===== src/rtl/v_tx_arbiter_if.sv =====
// rtl/v_tx_arbiter_if.sv - byte stream from the TX arbiter to the UART transmitter
//
// tx_data   8  byte presented to the transmitter
// tx_valid  1  tx_data holds a byte to send
// tx_ready  1  transmitter accepts the byte this cycle
// master = arbiter side, slave = transmitter side.
interface v_tx_arbiter_if;
    logic [7:0] tx_data;
    logic       tx_valid;
    logic       tx_ready;

    modport master (output tx_data, output tx_valid, input tx_ready);
    modport slave  (input tx_data, input tx_valid, output tx_ready);
endinterface


===== src/rtl/v_tx_arbiter.sv =====
// rtl/v_tx_arbiter.sv - round-robin arbiter serialising producer chunks onto one UART TX stream
//
// CLK, RST_N         clock, asynchronous active-low reset
// src_should_update  per-producer request
// src_chunk_type     8-bit chunk type per producer
// src_chunk_size     payload byte count per producer (clamped to P = TEXT_BUFFER_BYTE_SIZE-1)
// src_chunk_bytes    P payload bytes per producer, byte 0 in the lowest bits
// src_done           one-cycle pulse to the producer whose chunk has been sent
// tx                 byte stream to the transmitter (master side)
// busy               high whenever a frame is in progress
// grant_id           producer of the current or most recent frame
// Frame on the wire: type, size, then size payload bytes.
module v_tx_arbiter #(
    parameter int NUM_SOURCES            = 4,
    parameter int GRANT_W                = 2,
    parameter int TEXT_BUFFER_BYTE_SIZE  = 33,
    parameter int TEXT_BUFFER_INDEX_SIZE = 8
) (
    input  logic                                             CLK,
    input  logic                                             RST_N,
    input  logic [NUM_SOURCES-1:0]                           src_should_update,
    input  logic [NUM_SOURCES*8-1:0]                         src_chunk_type,
    input  logic [NUM_SOURCES*TEXT_BUFFER_INDEX_SIZE-1:0]    src_chunk_size,
    input  logic [NUM_SOURCES*(TEXT_BUFFER_BYTE_SIZE-1)*8-1:0] src_chunk_bytes,
    output logic [NUM_SOURCES-1:0]                           src_done,
    v_tx_arbiter_if.master                                   tx,
    output logic                                             busy,
    output logic [GRANT_W-1:0]                               grant_id
);
    localparam int P   = TEXT_BUFFER_BYTE_SIZE - 1;
    localparam int PW  = P * 8;
    localparam int ISZ = TEXT_BUFFER_INDEX_SIZE;

    localparam logic [2:0] IDLE         = 3'd0;
    localparam logic [2:0] SEND_TYPE    = 3'd1;
    localparam logic [2:0] SEND_SIZE    = 3'd2;
    localparam logic [2:0] SEND_PAYLOAD = 3'd3;
    localparam logic [2:0] ACK          = 3'd4;

    logic [2:0]             state_q, state_d;
    logic [GRANT_W-1:0]     last_q, last_d;
    logic [GRANT_W-1:0]     grant_q, grant_d;
    logic [7:0]             type_q, type_d;
    logic [7:0]             size_q, size_d;
    logic [PW-1:0]          bytes_q, bytes_d;
    logic [7:0]             cnt_q, cnt_d;
    logic                   tx_valid_q, tx_valid_d;
    logic [7:0]             tx_data_q, tx_data_d;
    logic [NUM_SOURCES-1:0] done_q, done_d;

    logic [GRANT_W-1:0] sel;
    logic [GRANT_W-1:0] cand;
    logic               found;
    logic [7:0]         size_ext;
    logic [7:0]         size_clamped;
    logic [7:0]         nxt_cnt;
    logic               hs;

    // Scan starts just after the previous winner, so the last winner has lowest priority.
    always_comb begin
        sel   = last_q;
        cand  = '0;
        found = 1'b0;
        for (int i = 1; i <= NUM_SOURCES; i++) begin
            cand = GRANT_W'((int'(last_q) + i) % NUM_SOURCES);
            if (!found && src_should_update[cand]) begin
                sel   = cand;
                found = 1'b1;
            end
        end
    end

    always_comb begin
        size_ext     = 8'(src_chunk_size[int'(sel)*ISZ +: ISZ]);
        size_clamped = (size_ext > 8'(P)) ? 8'(P) : size_ext;
    end

    always_comb begin
        state_d    = state_q;
        last_d     = last_q;
        grant_d    = grant_q;
        type_d     = type_q;
        size_d     = size_q;
        bytes_d    = bytes_q;
        cnt_d      = cnt_q;
        tx_valid_d = tx_valid_q;
        tx_data_d  = tx_data_q;
        done_d     = '0;
        nxt_cnt    = cnt_q + 8'd1;
        hs         = tx_valid_q && tx.tx_ready;
        case (state_q)
            IDLE: begin
                if (|src_should_update) begin
                    state_d    = SEND_TYPE;
                    last_d     = sel;
                    grant_d    = sel;
                    type_d     = src_chunk_type[int'(sel)*8 +: 8];
                    size_d     = size_clamped;
                    bytes_d    = src_chunk_bytes[int'(sel)*PW +: PW];
                    cnt_d      = 8'd0;
                    tx_valid_d = 1'b1;
                    tx_data_d  = src_chunk_type[int'(sel)*8 +: 8];
                end
            end
            SEND_TYPE: begin
                if (hs) begin
                    state_d   = SEND_SIZE;
                    tx_data_d = size_q;
                end
            end
            SEND_SIZE: begin
                if (hs) begin
                    if (size_q == 8'd0) begin
                        state_d         = ACK;
                        tx_valid_d      = 1'b0;
                        tx_data_d       = 8'd0;
                        done_d[grant_q] = 1'b1;
                    end else begin
                        state_d   = SEND_PAYLOAD;
                        cnt_d     = 8'd0;
                        tx_data_d = bytes_q[7:0];
                    end
                end
            end
            SEND_PAYLOAD: begin
                if (hs) begin
                    if (cnt_q == size_q - 8'd1) begin
                        state_d         = ACK;
                        tx_valid_d      = 1'b0;
                        tx_data_d       = 8'd0;
                        done_d[grant_q] = 1'b1;
                    end else begin
                        cnt_d     = nxt_cnt;
                        tx_data_d = bytes_q[int'(nxt_cnt)*8 +: 8];
                    end
                end
            end
            ACK: begin
                // Producer clears its request on this edge, so IDLE never sees a stale one.
                state_d = IDLE;
            end
            default: state_d = IDLE;
        endcase
    end

    always_ff @(posedge CLK or negedge RST_N) begin
        if (!RST_N) begin
            state_q    <= IDLE;
            last_q     <= GRANT_W'(NUM_SOURCES - 1);
            grant_q    <= '0;
            type_q     <= '0;
            size_q     <= '0;
            bytes_q    <= '0;
            cnt_q      <= '0;
            tx_valid_q <= 1'b0;
            tx_data_q  <= '0;
            done_q     <= '0;
        end else begin
            state_q    <= state_d;
            last_q     <= last_d;
            grant_q    <= grant_d;
            type_q     <= type_d;
            size_q     <= size_d;
            bytes_q    <= bytes_d;
            cnt_q      <= cnt_d;
            tx_valid_q <= tx_valid_d;
            tx_data_q  <= tx_data_d;
            done_q     <= done_d;
        end
    end

    assign tx.tx_valid = tx_valid_q;
    assign tx.tx_data  = tx_data_q;
    assign src_done    = done_q;
    assign busy        = (state_q != IDLE);
    assign grant_id    = grant_q;

endmodule


===== src/flat_wrapper.sv =====
// flat-port wrapper written by rule: the top's interface ports become plain ports
module v_tx_arbiter_flat 
#(
    parameter int NUM_SOURCES            = 4,
    parameter int GRANT_W                = 2,
    parameter int TEXT_BUFFER_BYTE_SIZE  = 33,
    parameter int TEXT_BUFFER_INDEX_SIZE = 8
)
  (CLK, RST_N, src_should_update, src_chunk_type, src_chunk_size, src_chunk_bytes, src_done, busy, grant_id, tx_tx_data, tx_tx_valid, tx_tx_ready);
  v_tx_arbiter_if tx_i ();
  input  logic CLK;
  input  logic RST_N;
  input  logic [NUM_SOURCES-1:0] src_should_update;
  input  logic [NUM_SOURCES*8-1:0] src_chunk_type;
  input  logic [NUM_SOURCES*TEXT_BUFFER_INDEX_SIZE-1:0] src_chunk_size;
  input  logic [NUM_SOURCES*(TEXT_BUFFER_BYTE_SIZE-1)*8-1:0] src_chunk_bytes;
  output logic [NUM_SOURCES-1:0] src_done;
  output logic busy;
  output logic [GRANT_W-1:0] grant_id;
  output wire logic [$bits(tx_i.tx_data)-1:0] tx_tx_data;
  output wire logic [$bits(tx_i.tx_valid)-1:0] tx_tx_valid;
  input wire logic [$bits(tx_i.tx_ready)-1:0] tx_tx_ready;
  assign tx_tx_data = tx_i.tx_data;
  assign tx_tx_valid = tx_i.tx_valid;
  assign tx_i.tx_ready = tx_tx_ready;
  v_tx_arbiter #(.NUM_SOURCES(NUM_SOURCES), .GRANT_W(GRANT_W), .TEXT_BUFFER_BYTE_SIZE(TEXT_BUFFER_BYTE_SIZE), .TEXT_BUFFER_INDEX_SIZE(TEXT_BUFFER_INDEX_SIZE)) u_core (.CLK(CLK), .RST_N(RST_N), .src_should_update(src_should_update), .src_chunk_type(src_chunk_type), .src_chunk_size(src_chunk_size), .src_chunk_bytes(src_chunk_bytes), .src_done(src_done), .tx(tx_i), .busy(busy), .grant_id(grant_id));
endmodule

===== config.mk =====
export PLATFORM = sky130hd
export DESIGN_NAME = v_tx_arbiter_flat
export DESIGN_NICKNAME = d
export VERILOG_FILES = /design/src/rtl/v_tx_arbiter_if.sv /design/src/rtl/v_tx_arbiter.sv /design/src/flat_wrapper.sv
export SDC_FILE = /design/constraint.sdc
export NUM_CORES = 1
export LEC_CHECK = 0
export BUFFER_PORTS_ARGS = -buffer_cell sky130_fd_sc_hd__clkbuf_2
export CAP_MARGIN = 5
export CORE_AREA = 2 2 437 439
export CTS_CLUSTER_DIAMETER = 60
export DETAILED_ROUTE_END_ITERATION = 10
export DIE_AREA = 0 0 439 441
export PLACE_DENSITY_LB_ADDON = 0.08
export SKIP_LAST_GASP = 1
export SLEW_MARGIN = 40
export SYNTH_ARGS = -nofsm -noshare
export SYNTH_HDL_FRONTEND = slang
export SYNTH_SLANG_ARGS = --single-unit

===== constraint.sdc =====
create_clock -name CLK -period 4 [get_ports CLK]
set_input_delay 0.8 -clock CLK [delete_from_list [all_inputs] [get_ports CLK]]
set_output_delay 0.8 -clock CLK [all_outputs]
set_load 0.1 [all_outputs]

# After elaboration in Yosys (flattened, before gate mapping)
# Index checks and enable logic that the tools add are counted.
# W data, S select, Z words.
[totals]
wordCells = 106
in_bits = 1095
output_inout_bits = 16
regBits = 292
[op_classes]
n_eq_ne = 12
magnitude_cmp = 7
shifts = 4
n_reduce_logical = 19
mux = 49
addsub = 6
[ops]
columns = ["op", "count"]
rows = [
  ["$shiftx A1024 B11 Y256", 1],
  ["$shiftx A256 B12 Y8", 1],
  ["$mux W8", 12],
  ["$shiftx A32 B6 Y8", 2],
  ["$pmux W8 S4", 1],
  ["$pmux W8 S3", 1],
  ["$mux W3", 6],
  ["$mux W4", 4],
  ["$lt A2 B3 Y1 const B", 5],
  ["$mux W1", 13],
  ["$ne A2 B1 Y1 const B", 6],
  ["$pmux W3 S4", 1],
  ["$reduce_and A6 Y1", 2],
  ["$reduce_and A5 Y1", 2],
  ["$add A8 B1 Y8 const B", 1],
  ["$bmux W1 S2", 4],
  ["$eq A8 B8 Y1", 1],
  ["$gt A8 B6 Y1 const B", 1],
  ["$logic_not A8 Y1", 1],
  ["$mux W2", 4],
  ["$pmux W4 S2", 1],
  ["$sub A8 B1 Y8 const B", 1],
  ["$eq A3 B2 Y1 const B", 2],
  ["$reduce_bool A3 Y1", 2],
  ["13 further kinds", 22],
]

# Longest topological paths before layout
# Gate-level depths: netlist (run 1).
[logic_depth]
ltp_word = 16
mapped_depth = 11
mapped_depth_nobuf = 8

# Worst setup path before layout (run 1)
# Ideal clock, no wire load.
[synth_path]
kind = "register to register"
start = "register u_core.size_q[0]"
end = "register u_core.cnt_q[0]"
t_required_ps = 3875
arrival_ps = 2601
period_less_slack_ps = 2725
setup_time_ps = 125
n_path_buf = 1
stages_incl_launch_ff = 9
path_slack_ps = 1275
path_cell_list = "dfrtp_1 -> inv_1 -> ha_1 -> or3b_2 -> a221o_1 -> a2111oi_4 -> a21bo_2 -> buf_4 -> mux2_2"
[synth_via]
elab_chain_len = 4
word_cells_on_any_way = 6
cone_classes = "add/sub: 1; eq/ne: 3; reduce/logical: 2"
[synth_lines]
columns = ["element", "line_no", "rtl"]
rows = [
  ["from (decl)", "v_tx_arbiter.sv:44", "logic [7:0] size_q, size_d;"],
  ["from (signal assigned)", "v_tx_arbiter.sv:163", "size_q <= size_d;"],
  ["$sub A8 B1 Y8", "v_tx_arbiter.sv:127", "if (cnt_q == size_q - 8'd1) begin"],
  ["$eq A8 B8 Y1", "v_tx_arbiter.sv:127", ""],
  ["$ne A2 B2 Y1 (no source line)", "n/a", ""],
  ["$reduce_and A6 Y1 (no source line) *", "n/a", ""],
  ["to (signal assigned)", "v_tx_arbiter.sv:165", "cnt_q <= cnt_d;"],
  ["to (decl)", "v_tx_arbiter.sv:46", "logic [7:0] cnt_q, cnt_d;"],
]
# Mark *: on every way between the ends. The rest lies on a longest branch, timed or not.
# A chain may end at the register's enable or synchronous reset.

# Final worst setup path (run 1)
[layout_path]
start = "register u_core.last_q[1]"
end = "register u_core.bytes_q[223]"
[layout_via]
elab_chain_len = 14
word_cells_on_any_way = 26
cone_classes = "add/sub: 4; shift: 1; mux: 15; reduce/logical: 6"
[layout_lines]
columns = ["element", "line_no", "rtl"]
rows = [
  ["from (decl)", "v_tx_arbiter.sv:41", "logic [GRANT_W-1:0] last_q, last_d;"],
  ["from (signal assigned)", "v_tx_arbiter.sv:149", "last_q <= GRANT_W'(NUM_SOURCES - 1);"],
  ["from (signal assigned)", "v_tx_arbiter.sv:160", "last_q <= last_d;"],
  ["$add A2 B1 Y2", "v_tx_arbiter.sv:65", "cand = GRANT_W'((int'(last_q) + i) % NUM_SOURCES);"],
  ["$bmux W1 S2", "v_tx_arbiter.sv:66", "if (!found && src_should_update[cand]) begin"],
  ["$mux W1 (implied by the code)", "v_tx_arbiter.sv:66", ""],
  ["$mux W1", "v_tx_arbiter.sv:66", ""],
  ["$logic_not A1 Y1", "v_tx_arbiter.sv:66", ""],
  ["$logic_and A1 B1 Y1", "v_tx_arbiter.sv:66", ""],
  ["$mux W1", "v_tx_arbiter.sv:66", ""],
  ["$logic_not A1 Y1", "v_tx_arbiter.sv:66", ""],
  ["$logic_and A1 B1 Y1", "v_tx_arbiter.sv:66", ""],
  ["$mux W1", "v_tx_arbiter.sv:66", ""],
  ["$logic_not A1 Y1", "v_tx_arbiter.sv:66", ""],
  ["$logic_and A1 B1 Y1", "v_tx_arbiter.sv:66", ""],
  ["$mux W2 *", "v_tx_arbiter.sv:66", ""],
  ["$shiftx A1024 B11 Y256 *", "v_tx_arbiter.sv:99", "bytes_d = src_chunk_bytes[int'(sel)*PW +: PW];"],
  ["to (signal assigned)", "v_tx_arbiter.sv:164", "bytes_q <= bytes_d;"],
  ["to (decl)", "v_tx_arbiter.sv:45", "logic [PW-1:0] bytes_q, bytes_d;"],
]
# Mark *: on every way between the ends. The rest lies on a longest branch, timed or not. The select of a mux whose other input is x is not followed.

==> impl_metrics.yaml, run 1 <==
clocking:
  post-cts-setup-buffer-count: 0
  cts_tree: "done"
  worst_skew_pair.late_latency_ns: 0.63
  ctsResizeCount: 0
  clk_pin_slew_ns: 0.06
  htree_num_levels: 2
  cts_buffers: 50
  root_buffer: "clkbuf_16"
  postCtsHoldBufs: 0
  clockBufferDepth: 3
  cts_sinks: 292
setup_path:
  crit_arrival_ns: 3.91
  crit_slowest_cell: "dfstp_2"
  crit_path_frequent_cell: "buf_4"
  cp.buffers_inverters: 4
  slowest_delay_ns: 0.65
  cp_max_fo: 27
  cp_data_required_time_ns: 4.54
  end_kind: "flop"
  path_delay_family: "compound AO/OA/AOI/OAI gates"
  worstSetupPathType: "flop to flop"
  start_kind: "flop"
  crit_chain: "mux2i_1 > o22a_4 > and2_4 > buf_12 > buf_4 > buf_4 > nand2_1 > a311oi_1 > buf_4 > a21o_1"
synthesis:
  synth.top_cell.area_share_pct: 33.3
  synth_common_cells: "nand2_1, dfrtp_1, clkbuf_1"
  synth.area.top_cells: "dfrtp_1, a311oi_1, nand2_1"
  ys.flop_type: "dfrtp_1"
  syn_nets: 3645
  ys_types: 64
  postSynthCellCount: 2548
  yosysWarnings: 0
  yosysMostFrequentCell: "nand2_1"
  ys_ff_latch: 292
  avgSynthCellArea_sq_um: 8.56
  synth_edf_count: 0
  syn_area_sq_um: 21800
  ys_seq_area_share_pct: 33.5
  synth_top_area_cell: "dfrtp_1"
  async_reset_ff_share_pct: 100
grt:
  antenna_found_initial: 37
  grt_max_degree: 85
  grtUsageTotal_pct: 16.3
  grt_pass1_wl_um: 222000
  grt_pass1_vias: 26900
  grt.overflow.total: 0
routing:
  first_iter_violations: 1413
  ant_nets: 0
  drc: 0
  firstDrtPassIters: 5
  viasPerCell: 4.15
  routedWlPerCell_um: 27.1
  totalWireLength_um: 166000
  vias: 25500
sta:
  slew_viol_final: 0
  min_period_over_period_pct: 84.2
  slew_headroom_pct: 39.0
  min_period_ns: 3.37
  skew_ns: 0.0398
  tightestPinTransition_ns: 0.909
  tns_ns: 0
  rsz0062_at_grt: "false"
  setup_viol: 0
  max_freq_ghz: 0.297
  hold_violations: 0
  whs_ns: 0.156
final_layout:
  fin_nets: 4660
  seqCellArea_sq_um: 7310
  final.fill_count: 21600
  synthToLayoutAreaGrowth_pct: 50.3
  multiInputGateArea_sq_um: 13400
  final_layout_size_suffix_gt1_share_pct: 40.1
worst_hold_path:
  min_path_type: "input port to asynchronous set/reset pin"
die:
  row_count: 160
  num_io_pins: 1111
  fp.dieH_um: 441
  core_area_sq_um: 189000
  start_util_pct: 11.5
  die-area_sq_um: 194000
  die_w_um: 439
power:
  power.total_w: 0.0253
  vdd_ir_drop_max_uv: 368
  p_leak_nw: 15.8
  power_density_nw_per_um2: 772
place:
  gp_congestion: 0.844
  portBuffers: 1110
  dp_hpwl_um: 135000
outcome:
  outcome: "completed"
job:
  cap_violations: 0
==> per-stage QoR <==
stage / instances / utilization, % / area, sq um / setup WS [ns]
3_5_place_dp: 6022 / 16.4 / 31100 / 0.359
2_1_floorplan: 2548 / - / 21800 / 1.27
5_1_grt: 6132 / 17.3 / 32800 / 0.477
4_1_cts: 6114 / 17.3 / 32700 / 0.591
6_report: 6134 / 17.3 / 32800 / 0.630
3_3_place_gp: 6022 / 16.4 / 31000 / 0.0822
==> path summary, 6_finish.rpt <==
path	slack, ns	from	depth (start not counted)	endpoint
min in group CLK	0.47	u_core.bytes_q[219]	1	u_core.bytes_q[219]
worst max-delay path	0.63	u_core.last_q[1]	10	u_core.bytes_q[223]
max in group asynchronous	2.86	RST_N	2	u_core.bytes_q[219]
worst max register to register	0.63	u_core.last_q[1]	10	u_core.bytes_q[223]
worst min-delay path	0.16	RST_N	1	u_core.bytes_q[130]
worst min register to register	0.47	u_core.bytes_q[219]	1	u_core.bytes_q[219]
==> cell families (layout without fill, tap and decap cells) <==
group                    count (synthesis)  in the layout  share of synthesized area, %
adder cells (fa/ha/maj)                  2              2                         0.115
flip-flops                             292            292                          33.5
AND/OR/NAND/NOR                        942            942                          20.1
multiplexers                           103            103                          8.41
buffers and inverters                  307           1362                          5.46
XOR/XNOR                                11             11                         0.442
AO/OA/AOI/OAI                          891            891                          32.0
other                                    0             20                             0
==> cells in the final DEF, fill, tap and decap left out, types with 9 or more instances in the layout <==
cell	n
nor3_1	9
and3_1	257
nand3_1	17
buf_4	115
o21ai_0	29
clkbuf_16	50
mux2i_1	36
nor2_1	39
clkbuf_2	1109
nor4_1	9
diode_2	20
a21o_1	258
o22ai_1	14
a211oi_1	259
mux4_2	64
dfrtp_1	289
nand2_1	570
a311oi_1	255
buf_12	37
a21oi_1	18
==> power by group <==
| group | internal (W) | leakage (nW) | switching (W) |
|---|---|---|---|
| Combinational | 0.00579 | 11.5 | 0.00895 |
| Clock | 0.00264 | 0.801 | 0.00174 |
| Sequential | 0.00443 | 3.47 | 0.00177 |
==> state kept, by name, indices dropped and copies added, names as in the netlist <==
signal	count
u_core.tx.tx_data	8
u_core.grant_id	2
u_core.bytes_q	256
u_core.src_done	4
u_core.last_q	2
u_core.tx.tx_valid	1
u_core.cnt_q	8
u_core.size_q	8
u_core.state_q	3
==> layout make-up <==
| type | instances | share of cell area [%] |
|---|---|---|
| sequential | 292 | 22.3 |
| timing repair buffer | 1262 | 21.9 |
| inverter | 8 | 0.0916 |
| multi-input combinational | 1949 | 40.9 |
| clock buffer | 63 | 4.18 |
| antenna | 20 | 0.153 |
| clock inverter | 29 | 0.882 |
| tap | 2511 | 9.58 |
==> layer usage <==
metal	routed length, um	track usage [%]	share of wire (%)	up-vias
met5	29	0	0.017	-
met4	3930	4.78	2.4	4
met3	7660	2.99	4.6	147
met2	84600	28.8	51	777
met1	69800	20.1	42	12700
li1	-	-	-	11900
(Power assumes the default switching activity.)
==> run 2: changes to the inputs <==
==> constraint.sdc (replaced) <==
create_clock -name CLK -period 3.1 [get_ports CLK]
set_input_delay 0.62 -clock CLK [delete_from_list [all_inputs] [get_ports CLK]]
set_output_delay 0.62 -clock CLK [all_outputs]
set_load 0.1 [all_outputs]
==> impl_metrics.yaml, run 2 (synthesis results as in run 1) <==
setup_path:
  reg2reg_to: "u_core.bytes_q[218]"
  end_kind: "flop"
  slowest_delay_ns: 0.56
  r2r_cells: 10
  crit_chain: "mux2i_1 > o22a_4 > buf_12 > buf_12 > buf_12 > and3_1 > a211oi_1 > a311oi_1 > buf_4 > a21o_1"
  crit_path_frequent_cell: "buf_12"
  path_delay_family: "buffers and inverters"
  cp.buffers_inverters: 4
  crit_path_end: "u_core.bytes_q[218]"
  crit_arrival_ns: 3.60
  cp_data_required_time_ns: 3.68
  rr_startpoint: "u_core.last_q[1]"
  reg2reg_slack_ns: 0.08
  cp_max_fo: 77
  start_kind: "flop"
  crit_start: "u_core.last_q[1]"
  crit_slowest_cell: "dfstp_2"
  crit_cells: 10
  worstSetupPathType: "flop to flop"
sta:
  setup_viol: 0
  min_period_ns: 3.02
  skew_ns: 0.0420
  min_period_over_period_pct: 97.6
  slew_viol_final: 0
  rsz0062_at_grt: "false"
  tightestPinTransition_ns: 0.785
  slew_headroom_pct: 47.3
  max_freq_ghz: 0.331
  tns_ns: 0
  hold_violations: 0
place:
  dp_hpwl_um: 136000
  placed_area_sq_um: 32100
  portBuffers: 1110
  gp_congestion: 0.844
grt:
  grt_max_degree: 78
  grtUsageTotal_pct: 16.4
  grt_pass1_wl_um: 225000
  antenna_found_initial: 28
  grt.overflow.total: 0
  grt_pass1_vias: 27400
clocking:
  cts_tree: "done"
  clockBufferDepth: 3
  root_buffer: "clkbuf_16"
  worst_skew_pair.late_latency_ns: 0.65
  htree_num_levels: 2
  cts_sinks: 292
  clk_pin_slew_ns: 0.06
  cts_buffers: 53
job:
  cap_violations: 0
die:
  die-area_sq_um: 194000
  start_util_pct: 11.5
  row_count: 160
  fp.dieH_um: 441
  core_area_sq_um: 189000
  die_w_um: 439
  num_io_pins: 1111
routing:
  firstDrtPassIters: 5
  first_iter_violations: 1235
  totalWireLength_um: 166000
  drc: 0
  viasPerCell: 4.17
  vias: 26100
  ant_nets: 0
  routedWlPerCell_um: 26.5
power:
  power_density_nw_per_um2: 988
  vdd_ir_drop_max_uv: 504
  p_leak_nw: 16.6
final_layout:
  largest_reg_flops: 256
  seqCellArea_sq_um: 7310
  multiInputGateArea_sq_um: 13500
  final_area_sq_um: 34100
  fin_nets: 4787
  layout_commonest_cell: "clkbuf_2"
  final_layout_size_suffix_gt1_share_pct: 42.2
  final_cell_mix: "clkbuf_2, nand2_1, dfrtp_1"
  fin_util_pct: 18.0
  regMostFlops: "u_core.bytes_q"
  final.fill_count: 21700
  synthToLayoutAreaGrowth_pct: 56.4
outcome:
  outcome: "completed"
worst_hold_path:
  min_path_type: "input port to flop"
  hp-start: "src_chunk_bytes[810]"
run 2: cell count changes in the layout (fill, tap and decap cells not counted), sizes merged, moves of 2 or more:
cell	before	now
clkbuf	1172	1178
buf	153	276
clkinvlp	7	3
inv	16	14
bufinv	3	9
diode	20	11
run 2: worst min-delay path, delay by kind of cell:
kind	cells	cell delay [ns]
compound gates	2	0.24
buf+inv	1	0.08
simple gates	1	0.04
run 2: where the power goes:
part	switching, W	internal, W	total (W)	leakage [nW]
Clock	0.00233	0.00408	0.00641	0.928
Combinational	0.0117	0.00788	0.0196	12.2
Sequential	0.00205	0.00572	0.00777	3.47
Total	0.0160	0.0177	0.0337	16.6
run 2: metal layers:
layer,up-vias,global-route usage (%),wire length [um]
li1,12100,-,-
met1,13100,21.1,71600
met2,765,29.1,84700
met3,112,2.29,7060
met4,2,3.25,2740
met5,-,0,11
run 2: area by class of cell:
| type | count | share of cell area, % |
|---|---|---|
| antenna | 11 | 0.0806 |
| clock buffer | 69 | 4.27 |
| clock inverter | 29 | 1.32 |
| inverter | 8 | 0.0880 |
| multi-input combinational | 1949 | 39.4 |
| sequential | 292 | 21.4 |
| tap | 2511 | 9.20 |
| timing repair buffer | 1386 | 24.2 |
run 2: worst min path at each step:
stage / to / slack [ns] / depth (start not counted)
final: u_core.bytes_q[42] / 0.38 / 4
after global routing: u_core.bytes_q[217] / 0.35 / 4
after CTS: u_core.bytes_q[42] / 0.31 / 4
after detailed placement: u_core.bytes_q[62] / 0.46 / 1
after global placement: u_core.bytes_q[105] / 0.45 / 1
after floorplan: u_core.bytes_q[0] / 0.32 / 0
run 2: through the flow:
step                instances  setup WS (ns)  total power, W  hold slack (ns)
finish                   6255         0.0753          0.0337            0.378
global route             6250        0.00357          0.0362            0.350
CTS                      6242       0.000808          0.0347            0.307
detailed placement       6143         -0.431          0.0279            0.461
global placement         6143         -0.553          0.0281            0.455
floorplan                2548          0.375          0.0181            0.324
run 2: timing repair:
item	in CTS	in global routing
hold buffers	1	0
gates resized for setup	3	8
setup endpoints to repair	8	17
setup buffers	0	2
pin swaps	0	1
hold endpoints to repair	34	0
==> run 3: changes to the inputs <==
--- a/config.mk
+++ b/config.mk
@@ -11,6 +11,7 @@
 export CTS_CLUSTER_DIAMETER = 60
 export DETAILED_ROUTE_END_ITERATION = 10
 export DIE_AREA = 0 0 439 441
+export GPL_TIMING_DRIVEN = 0
 export PLACE_DENSITY_LB_ADDON = 0.08
 export SKIP_LAST_GASP = 1
 export SLEW_MARGIN = 40
==> impl_metrics.yaml, run 3 (synthesis results as in run 1) <==
outcome:
  outcome: "completed"
sta:
  tightestPinTransition_ns: 0.747
  slew_viol_final: 0
  hold_violations: 0
  skew_ns: 0.0369
  min_period_ns: 3.07
  max_freq_ghz: 0.325
  slew_headroom_pct: 50.2
  setup_viol: 0
  rsz0062_at_grt: "true"
  min_period_over_period_pct: 99.1
setup_path:
  cp_data_required_time_ns: 3.69
  start_kind: "flop"
  cp_max_fo: 10
  worstSetupPathType: "flop to flop"
  end_kind: "flop"
  crit_arrival_ns: 3.66
power:
  p_int_w: 0.0177
  p_switching_w: 0.0181
  sequentialPowerShare_pct: 21.3
  power_frac_clock_pct: 18.2
  swShare_pct: 50.6
  vdd_ir_drop_max_uv: 391
  p_leak_nw: 16.2
  power_density_nw_per_um2: 1050
  p_comb_share_pct: 60.5
  power.total_w: 0.0358
die:
  die-area_sq_um: 194000
  core_area_sq_um: 189000
  num_io_pins: 1111
  start_util_pct: 11.5
  row_count: 160
  die_w_um: 439
  fp.dieH_um: 441
final_layout:
  final_cell_mix: "clkbuf_2, nand2_1, dfrtp_1"
  fin_nets: 4834
  final_cells: 6309
  final_layout_size_suffix_gt1_share_pct: 41.0
  fin_util_pct: 18.0
  layout_commonest_cell: "clkbuf_2"
  largest_reg_flops: 256
  regMostFlops: "u_core.bytes_q"
  synthToLayoutAreaGrowth_pct: 55.9
clocking:
  cts_sinks: 292
  htree_num_levels: 2
  root_buffer: "clkbuf_16"
  clockBufferDepth: 3
  clk_pin_slew_ns: 0.06
  cts_buffers: 54
  worst_skew_pair.late_latency_ns: 0.64
  cts_tree: "done"
routing:
  totalWireLength_um: 180000
  ant_nets: 0
  routedWlPerCell_um: 28.6
  viasPerCell: 4.16
  first_iter_violations: 1327
  vias: 26300
  drc: 0
  firstDrtPassIters: 5
job:
  cap_violations: 0
worst_hold_path:
  min_path_type: "input port to flop"
place:
  dp.cells: 6187
  dp_hpwl_um: 154000
  gp_congestion: 0.884
  portBuffers: 1110
grt:
  grtUsageTotal_pct: 17.8
  antenna_found_initial: 29
  grt_max_degree: 59
  grt.overflow.total: 0
  grt_pass1_wl_um: 239000
  grt_pass1_vias: 28000
## run 3: cell types whose count changed in the layout (fill, tap and decap cells not counted), moves of 12 or more
cell      delta
buf_4      -209
mux2i_1     -17
a311oi_1    -21
mux2i_2     +15
a311oi_2    +21
a211oi_4    +12
buf_12      -45
clkbuf_2    +87
a211oi_2    +15
clkbuf_4    +16
a211oi_1    -27
buf_16      +14
clkbuf_1   +156
## run 3: final cells by class
| cell class | instances | area, sq um |
|---|---|---|
| tap | 2511 | 3140 |
| buffer | 296 | 1400 |
| clock buffer | 64 | 1450 |
| multi-input combinational | 1949 | 14000 |
| clock inverter | 37 | 513 |
| sequential | 292 | 7310 |
| timing repair buffer | 1136 | 6090 |
| antenna | 16 | 40.0 |
| fill | 21700 | 155000 |
| inverter | 8 | 30.0 |
## run 3: worst paths after layout
kind | startpoint | endpoint | slack [ns] | cells past startpoint
setup / recovery | u_core.last_q[1] | u_core.bytes_q[102] | 0.03 | 8
hold reg to reg | u_core.bytes_q[40] | u_core.bytes_q[40] | 0.47 | 1
setup reg to reg | u_core.last_q[1] | u_core.bytes_q[102] | 0.03 | 8
hold / removal | src_chunk_size[1] | u_core.size_q[1] | 0.36 | 4
min in group asynchronous | RST_N | u_core.bytes_q[98] | 0.55 | 2
max in group asynchronous | RST_N | u_core.bytes_q[8] | 1.20 | 5
## run 3: through the flow
stage	worst slack, ns	instance area, sq um	TNS, ns	hold slack [ns]
final	0.0273	34000	0	0.357
after global routing	-0.0204	34000	-0.103	0.338
after CTS	-0.00320	33700	-0.00320	0.286
after detailed placement	-1.23	31100	-157.92	0.462
after global placement	-6.44	30500	-2303.54	0.456
after floorplan	0.375	21800	0	0.324
## run 3: timing repair
| item | CTS | global route |
|---|---|---|
| gates cloned | 0 | 0 |
| gates resized for setup | 151 | 117 |
| hold buffers | 1 | 0 |
| buffers inserted | 3 | 4 |
| setup endpoints to repair | 283 | 169 |
| pin swaps | 5 | 6 |
| hold endpoints to repair | 46 | 0 |
## run 3: power groups by stage
stage / registers (W) / clock network [W] / logic, W
floorplan: 0.00700 / 0 / 0.0111
global placement: 0.00777 / 0 / 0.0203
detailed placement: 0.00774 / 0 / 0.0206
CTS: 0.00771 / 0.00681 / 0.0218
global route: 0.00786 / 0.00696 / 0.0234
finish: 0.00763 / 0.00652 / 0.0217
## run 3: critical path, cell delays in order (launching register included)
cell and delay [ns]:
dfstp_2 0.61, mux2i_1 0.25, o22a_4 0.27, buf_1 0.39, clkbuf_1 0.40, and3_1 0.36, a211oi_1 0.12, a311oi_2 0.47
a21o_1 0.14
## run 3: per-layer routing
layer / up-vias / track usage [%] / share of wire (%)
met1: 13200 / 22.7 / 43
met2: 716 / 31.9 / 51
met5: - / 0 / 0.024
li1: 12200 / - / -
met3: 133 / 2.37 / 3.9
met4: 6 / 3.58 / 1.8
